<file path="config.mk">
export PLATFORM = sky130hd
export DESIGN_NAME = freqchk_flat
export DESIGN_NICKNAME = d
export VERILOG_FILES = /design/src/rtl/freqchk_pkg.sv /design/src/rtl/freqchk_if.sv /design/src/rtl/freqchk_wdog.sv /design/src/rtl/freqchk.sv /design/src/flat_wrapper.sv
export SDC_FILE = /design/constraint.sdc
export NUM_CORES = 1
export LEC_CHECK = 0
export ABC_AREA = 1
export CAP_MARGIN = 0
export CORE_MARGIN = 5
export CORE_UTILIZATION = 30
export CTS_CLUSTER_SIZE = 14
export DETAILED_ROUTE_END_ITERATION = 12
export PLACE_DENSITY_LB_ADDON = 0.2
export SYNTH_ARGS = -nofsm -noshare
export SYNTH_HDL_FRONTEND = slang
export SYNTH_SLANG_ARGS = --single-unit
export TNS_END_PERCENT = 5
</file>
<file path="constraint.sdc">
create_clock -name clkmon -period 2.1 [get_ports clkmon]
set_input_delay 0.315 -clock clkmon [delete_from_list [all_inputs] [get_ports clkmon]]
set_output_delay 0.315 -clock clkmon [all_outputs]
set_load 0.1 [all_outputs]
</file>
<file path="src/rtl/freqchk_pkg.sv">
// freqchk shared types: state encoding, count width, range helper.
// Imported by the interface, watchdog and top.
package freqchk_pkg;

  localparam int CW = 29;

  typedef logic [CW-1:0] cnt_t;

  typedef enum logic [1:0] {
    ST_INIT = 2'b00,
    ST_ACQ  = 2'b01,
    ST_LOCK = 2'b10,
    ST_FAIL = 2'b11
  } state_e;

  localparam cnt_t CNT_ONES = '1;

  function automatic logic in_range(
    input cnt_t v,
    input cnt_t lo,
    input cnt_t hi
  );
    return (v >= lo) && (v <= hi);
  endfunction

endpackage

</file>
<file path="src/rtl/freqchk_if.sv">
// freqchk measurement input bundle and status/statistics outputs.
// master drives the measurement side, slave is the checker.
interface freqchk_if;
  import freqchk_pkg::*;

  cnt_t       oval;
  logic       ovld;
  logic       clr;
  logic [1:0] state;
  logic       locked;
  logic       alarm;
  logic       tmo;
  logic [7:0] errcnt;
  cnt_t       fmin;
  cnt_t       fmax;
  cnt_t       flast;

  modport master (
    output oval, ovld, clr,
    input  state, locked, alarm, tmo,
    input  errcnt, fmin, fmax, flast
  );

  modport slave (
    input  oval, ovld, clr,
    output state, locked, alarm, tmo,
    output errcnt, fmin, fmax, flast
  );

endinterface

</file>
<file path="src/rtl/freqchk_wdog.sv">
// Missing-measurement watchdog: counts strobe-free cycles, holds at
// TIMEOUT and pulses fire on the cycle the count reaches TIMEOUT.
module freqchk_wdog
  import freqchk_pkg::*;
#(
  parameter cnt_t TIMEOUT = 29'd150000000
) (
  input  logic clkmon,
  input  logic rstn,
  input  logic strobe,
  output logic fire
);

  cnt_t cnt_q, cnt_d;

  always_comb begin
    cnt_d = cnt_q;
    fire  = 1'b0;
    if (strobe) begin
      cnt_d = '0;
    end else if (cnt_q != TIMEOUT) begin
      cnt_d = cnt_q + cnt_t'(1);
      fire  = (cnt_d == TIMEOUT);
    end
  end

  always_ff @(posedge clkmon or negedge rstn) begin
    if (!rstn) cnt_q <= '0;
    else       cnt_q <= cnt_d;
  end

endmodule

</file>
<file path="src/rtl/freqchk.sv">
// Frequency checker: range compare, lock/fail hysteresis FSM with
// watchdog, sticky alarm and min/max/error statistics.
module freqchk
  import freqchk_pkg::*;
#(
  parameter cnt_t       LOWLIM    = 29'd124987500,
  parameter cnt_t       HIGHLIM   = 29'd125012500,
  parameter logic [3:0] LOCKCNT   = 4'd4,
  parameter logic [3:0] UNLOCKCNT = 4'd2,
  parameter cnt_t       TIMEOUT   = 29'd150000000
) (
  input logic     clkmon,
  input logic     rstn,
  freqchk_if.slave bus
);

  logic stb, clr, in_rng, fire;
  cnt_t oval;

  assign stb    = bus.ovld;
  assign clr    = bus.clr;
  assign oval   = bus.oval;
  assign in_rng = in_range(oval, LOWLIM, HIGHLIM);

  freqchk_wdog #(
    .TIMEOUT (TIMEOUT)
  ) u_wdog (
    .clkmon (clkmon),
    .rstn   (rstn),
    .strobe (stb),
    .fire   (fire)
  );

  state_e     state_q, state_d;
  logic [3:0] good_q, good_d;
  logic [3:0] bad_q, bad_d;
  logic       locked_q, locked_d;
  logic       alarm_q, alarm_d;
  logic       tmo_q, tmo_d;
  logic       alarm_set;

  always_ff @(posedge clkmon or negedge rstn) begin
    if (!rstn) begin
      state_q  <= ST_INIT;
      good_q   <= '0;
      bad_q    <= '0;
      locked_q <= 1'b0;
      alarm_q  <= 1'b0;
      tmo_q    <= 1'b0;
    end else begin
      state_q  <= state_d;
      good_q   <= good_d;
      bad_q    <= bad_d;
      locked_q <= locked_d;
      alarm_q  <= alarm_d;
      tmo_q    <= tmo_d;
    end
  end

  // A strobe always takes priority over a same-cycle watchdog fire.
  always_comb begin
    state_d = state_q;
    good_d  = good_q;
    bad_d   = bad_q;
    if (stb) begin
      unique case (state_q)
        ST_INIT: begin
          state_d = ST_ACQ;
          good_d  = '0;
        end
        ST_ACQ: begin
          if (in_rng) begin
            good_d = good_q + 4'd1;
            if (good_d == LOCKCNT) begin
              state_d = ST_LOCK;
              bad_d   = '0;
            end
          end else begin
            state_d = ST_FAIL;
          end
        end
        ST_LOCK: begin
          if (in_rng) begin
            bad_d = '0;
          end else begin
            bad_d = bad_q + 4'd1;
            if (bad_d == UNLOCKCNT) state_d = ST_FAIL;
          end
        end
        ST_FAIL: begin
          if (in_rng) begin
            if (LOCKCNT == 4'd1) begin
              state_d = ST_LOCK;
              bad_d   = '0;
            end else begin
              state_d = ST_ACQ;
              good_d  = 4'd1;
            end
          end
        end
      endcase
    end else if (fire) begin
      state_d = ST_FAIL;
      good_d  = '0;
      bad_d   = '0;
    end
  end

  always_comb begin
    locked_d  = (state_d == ST_LOCK);
    alarm_set = (!stb && fire) ||
                (state_q == ST_LOCK && state_d == ST_FAIL);
    alarm_d   = alarm_q;
    if (clr)       alarm_d = 1'b0;
    if (alarm_set) alarm_d = 1'b1;
    tmo_d = tmo_q;
    if (stb)       tmo_d = 1'b0;
    else if (fire) tmo_d = 1'b1;
  end

  logic [7:0] err_q, err_d;
  cnt_t       fmin_q, fmin_d;
  cnt_t       fmax_q, fmax_d;
  cnt_t       flast_q, flast_d;
  logic       acc;

  assign acc = stb && (state_q != ST_INIT);

  // clr resets first, then an accepted sample lands on top of it.
  always_comb begin
    err_d   = err_q;
    fmin_d  = fmin_q;
    fmax_d  = fmax_q;
    flast_d = flast_q;
    if (clr) begin
      err_d  = '0;
      fmin_d = CNT_ONES;
      fmax_d = '0;
    end
    if (acc) begin
      flast_d = oval;
      if (oval < fmin_d) fmin_d = oval;
      if (oval > fmax_d) fmax_d = oval;
      if (!in_rng && err_d != 8'hFF) err_d = err_d + 8'd1;
    end
  end

  always_ff @(posedge clkmon or negedge rstn) begin
    if (!rstn) begin
      err_q   <= '0;
      fmin_q  <= CNT_ONES;
      fmax_q  <= '0;
      flast_q <= '0;
    end else begin
      err_q   <= err_d;
      fmin_q  <= fmin_d;
      fmax_q  <= fmax_d;
      flast_q <= flast_d;
    end
  end

  assign bus.state  = state_q;
  assign bus.locked = locked_q;
  assign bus.alarm  = alarm_q;
  assign bus.tmo    = tmo_q;
  assign bus.errcnt = err_q;
  assign bus.fmin   = fmin_q;
  assign bus.fmax   = fmax_q;
  assign bus.flast  = flast_q;

endmodule

</file>
<file path="src/flat_wrapper.sv">
// flat-port wrapper written by rule: the top's interface ports become plain ports
module freqchk_flat import freqchk_pkg::*;
#(
  parameter cnt_t       LOWLIM    = 29'd124987500,
  parameter cnt_t       HIGHLIM   = 29'd125012500,
  parameter logic [3:0] LOCKCNT   = 4'd4,
  parameter logic [3:0] UNLOCKCNT = 4'd2,
  parameter cnt_t       TIMEOUT   = 29'd150000000
)
  (clkmon, rstn, bus_oval, bus_ovld, bus_clr, bus_state, bus_locked, bus_alarm, bus_tmo, bus_errcnt, bus_fmin, bus_fmax, bus_flast);
  freqchk_if bus_i ();
  input logic clkmon;
  input logic rstn;
  input wire logic [$bits(bus_i.oval)-1:0] bus_oval;
  input wire logic [$bits(bus_i.ovld)-1:0] bus_ovld;
  input wire logic [$bits(bus_i.clr)-1:0] bus_clr;
  output wire logic [$bits(bus_i.state)-1:0] bus_state;
  output wire logic [$bits(bus_i.locked)-1:0] bus_locked;
  output wire logic [$bits(bus_i.alarm)-1:0] bus_alarm;
  output wire logic [$bits(bus_i.tmo)-1:0] bus_tmo;
  output wire logic [$bits(bus_i.errcnt)-1:0] bus_errcnt;
  output wire logic [$bits(bus_i.fmin)-1:0] bus_fmin;
  output wire logic [$bits(bus_i.fmax)-1:0] bus_fmax;
  output wire logic [$bits(bus_i.flast)-1:0] bus_flast;
  assign bus_i.oval = bus_oval;
  assign bus_i.ovld = bus_ovld;
  assign bus_i.clr = bus_clr;
  assign bus_state = bus_i.state;
  assign bus_locked = bus_i.locked;
  assign bus_alarm = bus_i.alarm;
  assign bus_tmo = bus_i.tmo;
  assign bus_errcnt = bus_i.errcnt;
  assign bus_fmin = bus_i.fmin;
  assign bus_fmax = bus_i.fmax;
  assign bus_flast = bus_i.flast;
  freqchk #(.LOWLIM(LOWLIM), .HIGHLIM(HIGHLIM), .LOCKCNT(LOCKCNT), .UNLOCKCNT(UNLOCKCNT), .TIMEOUT(TIMEOUT)) u_core (.clkmon(clkmon), .rstn(rstn), .bus(bus_i));
endmodule
</file>
==> impl_metrics.py, run 1 <==
metrics = {
    "global_routing": {
        "antenna_found_initial": 0,
        "grt_pass1_wl_mm": 43.5,
        "grt-ovfl-total": 0,
        "grt_pass1_vias": 8452,
        "grt_max_degree": 60,
        "grt_usage_pct": 17.2,
        "grtUsageMet3_pct": 2.94,
        "top_usage_layer": "met2",
        "grtUsageMet1_pct": 23.4,
        "met2_usage_pct": 28.2,
    },
    "logic_synthesis": {
        "synth_top_family_by_area": "simple AND/OR/NAND/NOR gates",
        "yosys_most_used_dff": "dfrtp_1",
        "synthesis.area_sq_um": 8440,
        "yosys.area.top_type": "dfrtp_1",
        "postSynthCellCount": 1138,
        "yosysTopAreaCellShare_pct": 32.0,
        "synthTopCellsByArea": "dfrtp_1 32%, nand2_1 14%, ha_1 10%, dfstp_2 9.0%, nor2_1 7.2%",
        "syn_area_per_cell_sq_um": 7.41,
        "synthTopCellsByCount": "308 x nand2_1, 162 x nor2_1, 135 x inv_1",
        "async_reset_ff_share_pct": 100,
        "synth_xor_area_share_pct": 1.45,
        "yosysUniqueCellTypes": 35,
        "synth-edff-count": 0,
        "synth.area.mux_share_pct": 0,
        "synth-simple-area-share_pct": 28.9,
        "syn_nets": 1241,
        "synth-compound-area-share_pct": 10.7,
        "seq_area_frac_synth_pct": 41.1,
        "ys_ff_latch": 137,
        "synth_adder_area_share_pct": 10.4,
        "ys.warnings.count": 0,
        "synth_most_common_cell": "nand2_1",
    },
    "hold_path": {
        "min_to": "u_core.bus.fmin[7]$_DFF_PN1_",
        "hp-class": "in2reg",
        "hold_path_startpoint": "bus_oval[7]",
        "worstHoldPathCells": 3,
    },
    "setup_path": {
        "cp_common_cell": "a21oi_2",
        "critPathArrivalTime_ns": 2.79,
        "reg2reg_to": "u_core.bus.fmin[13]$_DFF_PN1_",
        "worstPathCellList": "nor2_4 -> ha_4 -> a21oi_2 -> o211ai_1 -> a21oi_2 -> o21ai_2 -> nand4_1 -> buf_6 -> nand2_8 -> clkbuf_16 -> nand2_2 -> o21ai_1",
        "r2r_start": "u_core.bus.fmin[2]$_DFF_PN1_",
        "critPathKind": "reg2reg",
        "cp_slowest_cell": "dfstp_4",
        "timing.reg2reg.setup_slack_ns": -0.32,
        "rr_worst_depth": 12,
        "crit_family": "compound AO/OA/AOI/OAI gates",
        "cp-end-kind": "flop",
        "path_buf_inv": 2,
        "cp_max_fo": 5,
        "cp.required_ns": 2.47,
        "max_stage_delay_ns": 0.63,
        "critPathLaunchType": "flop",
    },
    "route": {
        "drt_iter0_drc": 469,
        "routed_wl_mm": 28.0,
        "drc_errors": 0,
        "drtAntennaViolNets": 0,
        "via_per_inst": 4.60,
        "first_pass_iters": 5,
        "num_vias": 8530,
        "drt-wirelength-per-cell_microns": 15.1,
    },
    "cts": {
        "cts.htree.levels": 4,
        "cts.path.max_buffers": 2,
        "root_buffer": "clkbuf_16",
        "insertion_delay_ns": 0.44,
        "path_clk_slew_ns": 0.07,
        "cts_buffers": 17,
        "clock_sinks": 137,
        "cts_tree": "built",
    },
    "power_and_ir_drop": {
        "total_power_w": 0.0164,
        "peakVddDrop_v": 0.000915,
        "power_density_nw_per_um2": 1270,
        "p_leak_nw": 6.25,
    },
    "sta": {
        "rsz0062_at_grt": "yes",
        "holdWs_ns": 0.239,
        "min_period_ns": 2.42,
        "finalCritPeriodShare_pct": 115,
        "slew_viol_final": 0,
        "worst_slew_margin_rel_pct": 72.5,
        "fin_setup_tns_ns": -9.69,
        "fin_skew_ns": 0.0148,
        "setup_viol": 40,
        "worst_slack_ns": -0.318,
        "tightest_slew_ns": 0.412,
        "max_freq_mhz": 414,
        "finalHoldViolCount": 0,
    },
    "final_layout": {
        "nFillCells": 2797,
        "fin_cells": 1856,
        "nets": 1568,
        "n_antenna_cell": 0,
        "postLayoutCellArea_sq_um": 13000,
        "drive_gt1_share_pct": 36.7,
        "area_growth_pct": 53.7,
    },
    "floorplan": {
        "row_count": 61,
        "die-width_microns": 178,
        "die-area_sq_um": 31600,
        "pin_count": 133,
        "initial_utilization_pct": 30.4,
        "die_h_microns": 178,
        "coreArea_sq_um": 27800,
    },
    "place": {
        "dpl.hpwl_mm": 20.3,
        "dp.cells": 1811,
        "place_congestion": 0.848,
        "portBuffers": 132,
        "post_dp_cell_area_sq_um": 11700,
    },
    "outcome": {
        "violations": "setup timing",
        "status": "finished, violations left",
    },
    "run": {
        "drv_cap": 0,
    },
}
## through the flow
step	util, %	setup WS (ns)
floorplan	-	-0.138
global placement	42.2	-0.650
detailed placement	42.2	-0.679
CTS	44.6	-0.280
global route	46.7	-0.389
finish	46.7	-0.318
## logic make-up (layout without fill, tap and decap cells)
family	Yosys count	count (layout)
adder cells (fa/ha/maj)	70	70
XOR/XNOR	14	14
AND/OR/NAND/NOR	577	578
buffers and inverters	165	504
flip-flops	137	137
AO/OA/AOI/OAI	175	175
## area by class of cell
class | instances | area (sq um) | share of cell area [%]
inverters | 136 | 523 | 4.03
clock inverters | 14 | 155 | 1.20
multi-input cells | 837 | 4930 | 38.0
well taps | 378 | 473 | 3.65
flip-flops and latches | 137 | 3580 | 27.6
clock buffers | 18 | 429 | 3.31
repair buffers | 336 | 2880 | 22.2
## metal layers
layer  part of all wire [%]  up-vias  wire (microns)
li1                       -     4321               -
met1                     48     4013           13400
met2                     46      162           12900
met3                    4.2       34            1170
met4                    2.0        0             550
met5                      0        -               0
## registers in the layout, indices dropped and copies added, names as in the netlist
| signal | count |
|---|---|
| u_core.bus.flast | 29 |
| u_core.bus.fmax | 29 |
| u_core.bus.fmin | 29 |
| u_core.u_wdog.cnt_q | 29 |
| u_core.bus.errcnt | 8 |
| u_core.bad_q | 4 |
| u_core.good_q | 4 |
| u_core.bus.state | 2 |
| u_core.bus.alarm | 1 |
| u_core.bus.locked | 1 |
| u_core.bus.tmo | 1 |
## worst min-delay path: stages
cell and delay [ns]:
dlymetal6s2s_1 0.19, inv_1 0.11, o21ai_2 0.06
## placed cells by master, fill, tap and decap left out, drive strengths merged, types with 9 or more instances in the layout
cell type	Yosys	layout
a21oi	78	78
buf	7	301
clkbuf	22	22
clkdlybuf4s50	0	21
dfrtp	108	108
dfstp	29	29
dlymetal6s2s	0	9
ha	70	70
inv	135	142
nand2	317	318
nand3	43	43
nand4	20	20
nor2	174	174
nor3	12	12
o21ai	87	87
xor2	11	11
## repair_timing
| action | 4_1_cts | 5_1_grt |
|---|---|---|
| hold endpoints to repair | 31 | 0 |
| pin swaps | 5 | 26 |
| gates resized for setup | 22 | 144 |
| setup endpoints to repair | 79 | 81 |
| hold buffers | 1 | 0 |
| cloned | 0 | 8 |
| buffers inserted | 0 | 4 |
## worst max-delay path by stage
stage,startpoint,endpoint,slack [ns],depth (start not counted)
global route,u_core.bus.fmin[2]$_DFF_PN1_,u_core.bus.fmin[0]$_DFF_PN1_,-0.39,12
detailed placement,bus_oval[8],u_core.bus.fmin[25]$_DFF_PN1_,-0.68,12
finish,u_core.bus.fmin[2]$_DFF_PN1_,u_core.bus.fmin[13]$_DFF_PN1_,-0.32,12
floorplan,bus_clr,u_core.bus.fmax[1]$_DFF_PN0_,-0.14,15
global placement,bus_oval[8],u_core.bus.fmin[3]$_DFF_PN1_,-0.65,12
CTS,u_core.bus.fmin[4]$_DFF_PN1_,u_core.bus.fmin[0]$_DFF_PN1_,-0.28,13
## where the power goes
| part | switching (W) | internal, W | total (W) | leakage (nW) |
|---|---|---|---|---|
| sequential | 0.000476 | 0.00357 | 0.00404 | 1.67 |
| combinational | 0.00685 | 0.00249 | 0.00934 | 4.30 |
| clock | 0.00137 | 0.00168 | 0.00305 | 0.277 |
No activity file was read; power rests on OpenSTA's default activity.
==> inputs of run 2 (changes only) <==
--- a/config.mk
+++ b/config.mk
@@ -11,8 +11,9 @@
 export CORE_UTILIZATION = 30
 export CTS_CLUSTER_SIZE = 14
 export DETAILED_ROUTE_END_ITERATION = 12
+export GPL_TIMING_DRIVEN = 0
 export PLACE_DENSITY_LB_ADDON = 0.2
 export SYNTH_ARGS = -nofsm -noshare
 export SYNTH_HDL_FRONTEND = slang
 export SYNTH_SLANG_ARGS = --single-unit
-export TNS_END_PERCENT = 5
+export TNS_END_PERCENT = 10
==> impl_metrics.py, run 2 (synthesis gave the netlist of run 1 again) <==
metrics = {
    "route": {
        "num_vias": 7978,
        "drt-wirelength-per-cell_microns": 16.1,
        "routed_wl_mm": 27.4,
        "first_pass_iters": 6,
        "drc_errors": 0,
        "drt_iter0_drc": 389,
        "via_per_inst": 4.70,
        "drtAntennaViolNets": 0,
    },
    "sta": {
        "worst_slew_margin_rel_pct": 30.0,
        "finalHoldViolCount": 0,
        "setup_viol": 69,
        "slew_viol_final": 0,
        "tightest_slew_ns": 1.05,
        "rsz0062_at_grt": "yes",
        "max_freq_mhz": 424,
        "fin_skew_ns": 0.0164,
        "min_period_ns": 2.36,
        "worst_slack_ns": -0.259,
        "finalCritPeriodShare_pct": 112,
    },
    "outcome": {
        "status": "finished, violations left",
        "violations": "setup timing",
    },
    "cts": {
        "clock_sinks": 137,
        "path_clk_slew_ns": 0.07,
        "root_buffer": "clkbuf_16",
        "cts_tree": "built",
        "insertion_delay_ns": 0.44,
        "cts.path.max_buffers": 2,
        "cts.htree.levels": 4,
        "cts_buffers": 17,
    },
    "final_layout": {
        "layout_commonest_cell": "nand2_1",
        "multi_input_area_sq_um": 4940,
        "fin_cells": 1697,
        "drive_gt1_share_pct": 24.3,
        "nFillCells": 2889,
        "layout_common_cells": "262 x nand2_1, 145 x nor2_1, 129 x inv_1",
        "n_antenna_cell": 0,
        "nets": 1409,
        "final_util_pct": 43.0,
        "area_growth_pct": 41.5,
        "regArea_sq_um": 3580,
    },
    "global_routing": {
        "grt-ovfl-total": 0,
        "grt_usage_pct": 17.7,
        "grt_max_degree": 94,
        "grt_pass1_wl_mm": 43.8,
        "antenna_found_initial": 0,
        "grt_pass1_vias": 8034,
    },
    "setup_path": {
        "cp-startpoint": "u_core.bus.fmin[4]$_DFF_PN1_",
        "critPathLaunchType": "flop",
        "endpoint": "u_core.bus.fmin[21]$_DFF_PN1_",
        "cp_max_fo": 6,
        "cp-end-kind": "flop",
        "r2r_start": "u_core.bus.fmin[4]$_DFF_PN1_",
        "timing.reg2reg.setup_slack_ns": -0.26,
        "cp.required_ns": 2.46,
        "critPathArrivalTime_ns": 2.72,
        "rr_worst_depth": 14,
        "reg2reg_to": "u_core.bus.fmin[21]$_DFF_PN1_",
        "critPathKind": "reg2reg",
    },
    "floorplan": {
        "row_count": 61,
        "die-area_sq_um": 31600,
        "pin_count": 133,
        "initial_utilization_pct": 30.4,
        "die_h_microns": 178,
        "coreArea_sq_um": 27800,
        "die-width_microns": 178,
    },
    "place": {
        "place_congestion": 0.900,
        "dp.cells": 1647,
        "portBuffers": 130,
        "dpl.hpwl_mm": 20.2,
        "place_ws_ns": -1.36,
    },
    "run": {
        "drv_cap": 0,
    },
    "power_and_ir_drop": {
        "power_density_nw_per_um2": 1330,
        "peakVddDrop_v": 0.000832,
        "p_leak_nw": 5.50,
        "total_power_w": 0.0159,
    },
    "hold_path": {
        "hp-class": "in2reg",
    },
}
==> run 2: layout make-up <==
class | count | share of cell area (%)
Multi-Input combinational cell | 836 | 41.4
Buffer | 29 | 2.66
Timing Repair Buffer | 149 | 12.5
Inverter | 136 | 4.38
Tap cell | 378 | 3.96
Clock buffer | 19 | 3.71
Sequential cell | 137 | 30.0
Clock inverter | 13 | 1.32
==> run 2: per-layer routing <==
metal  vias up  GRT usage [%]  part of all wire [%]
li1       4028              -                     -
met5         -              0                     0
met2       163           27.8                    45
met1      3757           24.8                    48
met4         0           5.58                   2.0
met3        30           3.30                   4.9
==> run 2: where the power goes <==
| part | total, W | internal, W | switching (W) |
|---|---|---|---|
| sequential | 0.00404 | 0.00357 | 0.000471 |
| combinational | 0.00870 | 0.00192 | 0.00678 |
| clock | 0.00316 | 0.00182 | 0.00134 |
| total | 0.0159 | 0.00731 | 0.00859 |
==> run 2: stage by stage <==
step           area (sq um)  hold WS [ns]  TNS, ns
2_1_floorplan          8810        0.0194    -7.44
3_3_place_gp          10600         0.468  -750.24
3_5_place_dp          10600         0.281   -79.72
4_1_cts               11500         0.285   -15.96
5_1_grt               11900         0.250   -25.06
6_report              11900         0.246   -12.29
==> run 2: worst min path at each step <==
stage | from | end | slack [ns] | depth (start not counted)
after floorplan | rstn | u_core.bad_q[0]$_DFFE_PN0P_ | 0.02 | 0
after global placement | u_core.bus.flast[3]$_DFFE_PN0P_ | u_core.bus.flast[3]$_DFFE_PN0P_ | 0.47 | 2
after detailed placement | rstn | u_core.bus.flast[18]$_DFFE_PN0P_ | 0.28 | 1
after CTS | bus_clr | u_core.bus.fmin[1]$_DFF_PN1_ | 0.28 | 5
after global routing | bus_oval[5] | u_core.bus.fmin[5]$_DFF_PN1_ | 0.25 | 3
final | bus_oval[5] | u_core.bus.fmin[5]$_DFF_PN1_ | 0.25 | 3
==> run 2: what timing repair did <==
action / in CTS / in global routing
resized for setup: 257 / 117
cloned: 2 / 1
hold buffers: 1 / 0
endpoints found under the setup margin: 199 / 106
setup buffers: 5 / 9
endpoints found under the hold margin: 25 / 0
pin swaps: 7 / 32
==> run 2: critical path, stage by stage, from the launching register on <==
cell	delay [ns]
dfstp_4	0.63
nor2_4	0.05
ha_4	0.29
nand2_4	0.04
inv_2	0.04
nand4_1	0.07
o211ai_1	0.14
a21oi_2	0.11
o21ai_2	0.19
nand4_1	0.13
nand2_2	0.16
buf_12	0.16
clkbuf_16	0.15
nand2_2	0.04
o21ai_1	0.07
==> inputs of run 3 (changes only) <==
--- a/config.mk
+++ b/config.mk
@@ -7,7 +7,6 @@
 export LEC_CHECK = 0
 export ABC_AREA = 1
 export CAP_MARGIN = 0
-export CORE_MARGIN = 5
 export CORE_UTILIZATION = 30
 export CTS_CLUSTER_SIZE = 14
 export DETAILED_ROUTE_END_ITERATION = 12
@@ -16,4 +15,4 @@
 export SYNTH_ARGS = -nofsm -noshare
 export SYNTH_HDL_FRONTEND = slang
 export SYNTH_SLANG_ARGS = --single-unit
-export TNS_END_PERCENT = 10
+export TNS_END_PERCENT = 1
==> impl_metrics.py, run 3 (synthesis gave the netlist of run 1 again) <==
metrics = {
    "final_layout": {
        "layout_commonest_cell": "nand2_1",
        "n_antenna_cell": 0,
        "fin_cells": 1696,
        "nets": 1408,
        "drive_gt1_share_pct": 21.5,
        "layout_common_cells": "277 x nand2_1, 147 x nor2_1, 130 x inv_1",
        "final_util_pct": 42.4,
        "nFillCells": 2797,
        "postLayoutCellArea_sq_um": 11700,
        "area_growth_pct": 39.2,
    },
    "floorplan": {
        "die-area_sq_um": 28800,
        "die-width_microns": 170,
        "initial_utilization_pct": 30.5,
        "pin_count": 133,
        "die_h_microns": 170,
        "coreArea_sq_um": 27700,
        "row_count": 61,
    },
    "global_routing": {
        "grt_pass1_wl_mm": 42.4,
        "top_usage_layer": "met2",
        "grt_pass1_vias": 7650,
        "grt_max_degree": 71,
        "grt_usage_pct": 19.2,
        "antenna_found_initial": 0,
        "grtUsageMet1_pct": 26.7,
        "grt-ovfl-total": 0,
        "grtUsageMet3_pct": 2.94,
        "met2_usage_pct": 30.7,
    },
    "cts": {
        "cts_tree": "built",
        "path_clk_slew_ns": 0.07,
        "insertion_delay_ns": 0.44,
        "cts.path.max_buffers": 2,
        "root_buffer": "clkbuf_16",
        "cts_buffers": 17,
        "cts.htree.levels": 4,
        "clock_sinks": 137,
    },
    "route": {
        "via_per_inst": 4.68,
        "drt-wirelength-per-cell_microns": 15.5,
        "num_vias": 7929,
        "routed_wl_mm": 26.4,
        "first_pass_iters": 5,
        "drc_errors": 0,
        "drt_iter0_drc": 514,
        "drtAntennaViolNets": 0,
    },
    "setup_path": {
        "max_stage_delay_ns": 0.64,
        "cp.required_ns": 2.47,
        "endpoint": "u_core.bus.fmin[24]$_DFF_PN1_",
        "cp_max_fo": 5,
        "cp_common_cell": "nand2_2",
        "reg2reg_to": "u_core.bus.fmin[24]$_DFF_PN1_",
        "rr_worst_depth": 13,
        "cp-end-kind": "flop",
        "timing.reg2reg.setup_slack_ns": -0.30,
        "crit_family": "compound AO/OA/AOI/OAI gates",
        "critPathKind": "reg2reg",
        "path_buf_inv": 3,
        "worstPathCellList": "nor2_4 -> ha_4 -> nand2_2 -> o211ai_1 -> a21oi_2 -> o21ai_2 -> nand4_1 -> nand2_2 -> buf_8 -> buf_12 -> buf_8 -> nand2_2 -> o21ai_1",
        "cp_num_cells": 13,
        "critPathArrivalTime_ns": 2.76,
        "cp-startpoint": "u_core.bus.fmin[4]$_DFF_PN1_",
        "cp_slowest_cell": "dfstp_4",
        "critPathLaunchType": "flop",
        "r2r_start": "u_core.bus.fmin[4]$_DFF_PN1_",
    },
    "sta": {
        "max_freq_mhz": 417,
        "slew_viol_final": 0,
        "rsz0062_at_grt": "yes",
        "setup_viol": 70,
        "finalHoldViolCount": 0,
        "fin_skew_ns": 0.0148,
        "tightest_slew_ns": 1.03,
        "fin_setup_tns_ns": -11.01,
        "worst_slew_margin_rel_pct": 31.8,
        "worst_slack_ns": -0.297,
        "finalCritPeriodShare_pct": 114,
        "min_period_ns": 2.40,
    },
    "place": {
        "portBuffers": 130,
        "place_congestion": 0.863,
        "dp.cells": 1647,
        "place_ws_ns": -1.22,
        "dpl.hpwl_mm": 19.8,
        "post_dp_cell_area_sq_um": 10600,
    },
    "power_and_ir_drop": {
        "peakVddDrop_v": 0.000940,
        "p_leak_nw": 5.53,
        "power_density_nw_per_um2": 1330,
    },
    "hold_path": {
        "hp-class": "in2reg",
    },
    "outcome": {
        "status": "finished, violations left",
        "violations": "setup timing",
    },
    "run": {
        "drv_cap": 0,
    },
}
run 3: cell count changes in the layout (fill, tap and decap cells not counted), moves of 3 or more:
cell,change
nand2_1,+15
nand2_2,-15
clkdlybuf4s50_1,-6
dlygate4sd2_1,+3
clkbuf_2,+5
clkinv_4,+3
a21oi_1,+4
o21ai_1,+14
o21ai_2,-15
a21oi_2,-4
clkbuf_8,-4
run 3: area by class of cell:
cell class	instances	area, sq um	share of cell area, %
multi-input combinational	836	4800	40.9
tap	378	473	4.03
inverter	136	523	4.45
buffer	29	279	2.38
timing repair buffer	148	1480	12.6
clock buffer	17	425	3.62
sequential	137	3580	30.5
clock inverter	15	183	1.56
run 3: how the worst min path moves through the flow:
stage	start	endpoint	slack (ns)	cells past startpoint
finish	bus_oval[22]	u_core.bus.fmax[22]$_DFF_PN0_	0.21	3
detailed placement	rstn	u_core.u_wdog.cnt_q[19]$_DFFE_PN0P_	0.39	1
CTS	bus_clr	u_core.bus.fmin[1]$_DFF_PN1_	0.28	5
floorplan	rstn	u_core.bad_q[0]$_DFFE_PN0P_	0.02	0
global route	bus_oval[18]	u_core.bus.fmin[18]$_DFF_PN1_	0.24	3
global placement	u_core.bus.flast[28]$_DFFE_PN0P_	u_core.bus.flast[28]$_DFFE_PN0P_	0.47	2
run 3: stage by stage:
stage | power, W | hold WS [ns]
6_report | 0.0156 | 0.205
2_1_floorplan | 0.0104 | 0.0194
4_1_cts | 0.0157 | 0.280
5_1_grt | 0.0164 | 0.239
3_5_place_dp | 0.0125 | 0.386
3_3_place_gp | 0.0124 | 0.468
run 3: metal layers:
layer  up-vias  routed length (microns)  share of wire [%]
li1       4011                        -                  -
met1      3743                    13100                 50
met2       152                    12000                 46
met3        23                      878                3.3
met4         0                      331                1.3
met5         -                        0                  0
run 3: worst reg2reg max path: stages (launching register included):
cell,delay [ns]
dfstp_4,0.64
nor2_4,0.04
ha_4,0.28
nand2_2,0.05
o211ai_1,0.25
a21oi_2,0.12
o21ai_2,0.20
nand4_1,0.12
nand2_2,0.12
buf_8,0.15
buf_12,0.11
buf_8,0.12
nand2_2,0.05
o21ai_1,0.07
run 3: power breakdown:
part	internal (W)	leakage (nW)	switching, W
combinational	0.00179	3.57	0.00662
sequential	0.00357	1.66	0.000483
clock	0.00180	0.295	0.00138
total	0.00716	5.53	0.00849
run 3: repair_timing:
action	4_1_cts	5_1_grt
setup buffers	9	5
cloned	2	0
pin swaps	15	22
hold buffers	1	0
endpoints found under the hold margin	51	0
resized for setup	250	94
endpoints found under the setup margin	199	103
